==> config.mk <==
export PLATFORM = sky130hd
export DESIGN_NAME = csa_pipe
export DESIGN_NICKNAME = d
export VERILOG_FILES = /design/src/rtl/csa_pipe.sv
export SDC_FILE = /design/constraint.sdc
export NUM_CORES = 1
export LEC_CHECK = 0
export BUFFER_PORTS_ARGS = -buffer_cell sky130_fd_sc_hd__buf_2
export CORE_ASPECT_RATIO = 1.4
export CORE_MARGIN = 2
export CORE_UTILIZATION = 35
export DETAILED_ROUTE_END_ITERATION = 8
export MAX_ROUTING_LAYER = met4
export PLACE_DENSITY = 0.5
export SYNTH_ARGS = -nofsm -noshare
export SYNTH_HDL_FRONTEND = slang
export SYNTH_SLANG_ARGS = --single-unit
==> constraint.sdc <==
create_clock -name clk -period 7.65 [get_ports clk]
set_input_delay 1.53 -clock clk [delete_from_list [all_inputs] [get_ports clk]]
set_output_delay 1.53 -clock clk [all_outputs]
set_load 0.03 [all_outputs]
==> src/rtl/csa_pipe.sv <==
// csa_pipe: pipelined carry-select adder, {co,s} = a + b + ci, one register stage per SPB blocks, valid/ready flow control
//   clk, rst (async, active-high)           clock and reset
//   in_valid/in_ready, a, b, ci             operand handshake
//   out_valid/out_ready, s, co              registered result handshake
//   sub (only with CSA_PIPE_SUB_EN defined) 1 = a - b, co = no borrow
module csa_pipe #(
  parameter int WIDTH = 32,
  parameter int BLK = 4,
  parameter int SPB = 2
) (
  input  logic             clk,
  input  logic             rst,
  input  logic             in_valid,
  output logic             in_ready,
  input  logic [WIDTH-1:0] a,
  input  logic [WIDTH-1:0] b,
  input  logic             ci,
`ifdef CSA_PIPE_SUB_EN
  input  logic             sub,
`endif
  output logic             out_valid,
  input  logic             out_ready,
  output logic [WIDTH-1:0] s,
  output logic             co
);
  localparam int NBLK = WIDTH / BLK;
  localparam int NSTG = (NBLK + SPB - 1) / SPB;
  logic en;
  logic [NSTG-1:0] v_q, v_d, c_q, c_d;
  logic [NSTG-1:0][WIDTH-1:0] s_q, s_d, a_q, a_d, b_q, b_d;
  // index k is the input of stage k; index 0 is the external port side
  logic [NSTG:0] pv, pc;
  logic [NSTG:0][WIDTH-1:0] ps, pa, pb;
  logic [WIDTH-1:0] b0, ns;
  logic c0, cy, unused_ok;
  logic [BLK:0] r0, r1;
`ifdef CSA_PIPE_SUB_EN
  assign b0 = sub ? ~b : b;
  assign c0 = ci | sub;
`else
  assign b0 = b;
  assign c0 = ci;
`endif
  assign en = !out_valid | out_ready;
  assign in_ready = en;
  assign pv = {v_q, in_valid};
  assign pc = {c_q, c0};
  assign ps = {s_q, {WIDTH{1'b0}}};
  assign pa = {a_q, a};
  assign pb = {b_q, b0};
  // operand skew leaving the last stage has no consumer
  assign unused_ok = ^{pa[NSTG], pb[NSTG]};
  always_comb begin
    v_d = pv[NSTG-1:0];
    a_d = pa[NSTG-1:0];
    b_d = pb[NSTG-1:0];
    s_d = '0;
    c_d = '0;
    ns = '0;
    cy = 1'b0;
    r0 = '0;
    r1 = '0;
    for (int k = 0; k < NSTG; k++) begin
      cy = pc[k];
      ns = ps[k];
      for (int j = 0; j < NBLK; j++) begin
        if (j / SPB == k) begin
          r0 = {1'b0, pa[k][j*BLK +: BLK]} + {1'b0, pb[k][j*BLK +: BLK]};
          r1 = r0 + (BLK+1)'(1);
          {cy, ns[j*BLK +: BLK]} = cy ? r1 : r0;
        end
      end
      s_d[k] = ns;
      c_d[k] = cy;
    end
  end
  always_ff @(posedge clk or posedge rst) begin
    if (rst) begin
      v_q <= '0;
      c_q <= '0;
      s_q <= '0;
      a_q <= '0;
      b_q <= '0;
    end else if (en) begin
      v_q <= v_d;
      c_q <= c_d;
      s_q <= s_d;
      a_q <= a_d;
      b_q <= b_d;
    end
  end
  assign out_valid = v_q[NSTG-1];
  assign s = s_q[NSTG-1];
  assign co = c_q[NSTG-1];
endmodule

==> summary.md <==
| Metric | Value |
|---|---|
| First-pass GRT wire length | 30500 um |
| Post-CTS Setup Bufs | 0 |
| Reg2reg setup slack | 4.92 ns |
| Multi-input logic area | 3920 um^2 |
| Core area | 25300 um^2 |
| Fin crit share | 0.597 |
| Max cap viols | 0 |
| Worst R2R Start | v_q[3] |
| Sequential cell area | 4600 um^2 |
| Post-route ant nets | 0 |
| Final GP Congestion | 0.743 |
| Top post-synthesis cells by area | dfrtp_1 (51%), nand2_1 (19%), ha_1 (5.6%) |
| Worst setup path end | in_ready |
| Final setup TNS | 0 ns |
| Synth Cell Area | 8970 um^2 |
| Layout area overhead | 12.8% |
| FFs w/ async S/R, synth | 1.00 |
| Status | complete, no violations |
| Syn nets | 1132 |
| CTS resizes | 0 |
| DR iter-0 viols | 321 |
| Inst Count DP | 1364 |
| Fin nets | 1181 |
| Final slew viol count | 0 |
| Worst-margin pin slew | 0.946 ns |
| Vias per cell | 4.67 |
| CP Launch Type | input port |
| Power share of the combinational group | 0.421 |
| Worst EP required | 6.12 ns |
| Initial antenna violation count | 0 |
| Depth of the CTS H-tree | 4 |
| Fmax | 219 MHz |
| Total power per unit cell area | 432 nW/um^2 |
| CP Launch Point | out_ready |
| Avg Cell Area, Syn | 8.83 um^2 |
| Die height | 193 um |
| Clock Sinks | 184 |
| Most used DFF post-synth | dfrtp_1 |
| Instance count of the mapped netlist | 1015 |
| CTS tree | done |
| Layout cells sized above 1 | 0.141 |
| HPWL Detailed | 11700 um |
| Synth warn | 0 |
| Register area share after synthesis | 0.514 |
| Drt drc | 0 |
| Cts bufs inserted | 17 |
| Clock skew | 0.00992 ns |
| Number of global-route vias before repair | 6384 |
| Setup violators final | 0 |
| Internal Power | 2.62 mW |
| Hold Vio Cnt, Final | 0 |
| Post-route cell area | 10100 um^2 |
| Cell taking the most area after synthesis | dfrtp_1 |
| Die area | 26900 um^2 |
| Netlist cell types | 52 |
| Maximum VDD drop | 0.000229 V |
| WS Path Type | in2out |
| Worst hold path class | reg2reg |
| Ports | 104 |
| CTS clk-pin slew, worst paths | 0.07 ns |
| Largest net degree at the start of global routing | 112 |
| Num rows | 69 |
| Switch Pwr | 1.75 mW |
| Hold Slack | 0.458 ns |
| Maximum root-to-sink buffer count | 2 |
| Hold_buf cts | 0 |
| Max_slew headroom | 0.370 |
| GRT overflow | 0 |
| # fillers | 2651 |
| Minimum clock period after layout | 4.57 ns |
| DR pass1 iterations | 4 |
| Top cell type's share of synthesized area | 0.514 |
| Initial Util | 0.354 |
| Post-synth EDFFs | 0 |
| Routed wire length per instance | 12.5 um |
| Clock share of power | 0.201 |
| Routed WL | 17400 um |
| Worst EP arrival | 3.04 ns |
| Placed Area | 9520 um^2 |
| Tot Pwr | 4.37 mW |
| Antenna Cells | 0 |
| Seq cells post-synth | 184 |
| Hold path start | v_q[2] |
| GRT Total Usage | 0.140 |
| Pleak | 5.29 nW |
| Reg2Reg Depth | 7 |
| Port Buffers | 103 |
| Post-route insts no fill | 1396 |
| RSZ-0062 raised after global routing | false |
| Via Count | 6517 |
| Die Width | 139 um |
| Critical path endpoint category | output pin |
| FF-to-FF End | c_q[0] |
| Share of power burned in registers | 0.377 |
| Net Sw Frac | 0.400 |
| Maximum fanout along the worst path | 87 |
| Clk_lat worst skew | 0.43 ns |
| Clock root buffer | clkbuf_16 |
[routing by layer]
metal | wire [um] | track usage | share of wire | vias to the layer above
li1 | - | - | - | 3399
met5 | 0 | - | 0 | -
met4 | 240 | 0.0415 | 0.014 | 0
met3 | 461 | 0.0277 | 0.026 | 17
met1 | 8610 | 0.183 | 0.49 | 3019
met2 | 8120 | 0.221 | 0.47 | 82
[power by group through the flow]
stage          clock [mW]  sequential (mW)  combinational [mW]
2_1_floorplan           0             1.60                1.61
3_3_place_gp            0             1.67                1.85
3_5_place_dp            0             1.68                1.87
4_1_cts             0.908             1.66                1.88
5_1_grt             0.949             1.71                2.12
6_report            0.878             1.65                1.84
[area by class of cell]
class                   count  area share
clock inverters            10      0.0116
repair buffers            108      0.0547
flip-flops and latches    184       0.455
multi-input cells         744       0.387
well taps                 319      0.0395
clock buffers              22      0.0469
inverters                   9     0.00458
[logic make-up after synthesis]
kind of cell | after synthesis | share of synthesized area
multiplexers | 5 | 0.00572
AND/OR/NAND/NOR | 563 | 0.255
adder cells (fa/ha/maj) | 48 | 0.0737
flip-flops | 184 | 0.514
AO/OA/AOI/OAI | 103 | 0.0754
buffers and inverters | 87 | 0.0502
XOR/XNOR | 25 | 0.0261
[cell usage in the layout (no fill, tap or decap), types with 3 or more instances in the layout]
master	n
o221ai_1	3
and3_1	7
dfrtp_1	184
nor3_1	9
nor2_1	33
nor4_1	7
a21o_1	15
inv_1	7
clkinv_4	3
mux2i_1	4
nand2_1	465
clkbuf_16	17
ha_1	40
clkbuf_8	3
xor2_1	11
buf_4	5
a211oi_1	4
fa_1	8
clkinv_2	3
xnor2_1	12
and4_1	3
a21oi_1	31
buf_2	103
a31oi_1	13
nand3_1	12
or4_1	4
o21ai_0	14
nand4_1	8
o31ai_1	6
[worst min-delay path by stage]
stage,endpoint,cells after the start
2_1_floorplan,v_q[2],2
3_3_place_gp,v_q[2],2
3_5_place_dp,v_q[3],1
4_1_cts,v_q[3],1
5_1_grt,v_q[3],1
6_report,v_q[3],1
[through the flow]
stage,setup slack (ns),utilization
2_1_floorplan,1.12,-
3_3_place_gp,3.00,0.376
3_5_place_dp,3.01,0.376
4_1_cts,3.01,0.400
5_1_grt,2.91,0.400
6_report,3.08,0.400
[state kept, by name, indices dropped and copies added, names as in the netlist]
register,cells
ns,24
b_d,48
c_q,4
a_d,48
v_q,4
ps,24
s,32
[Yosys cell counts (all sizes together) (12+ instances only)]
cell / instances
nand2: 465
dfrtp: 184
clkbuf: 43
ha: 40
buf: 35
nor2: 33
a21oi: 31
a21o: 17
o21ai: 15
nand3: 14
a31oi: 13
xor2: 13
xnor2: 12
[critical path, cell delays in order]
cell	delay, ns
buf_2	0.12
nor2b_4	0.09
buf_4	0.68
inv_6	0.30
buf_2	0.28
No activity file was read; power rests on OpenSTA's default activity.
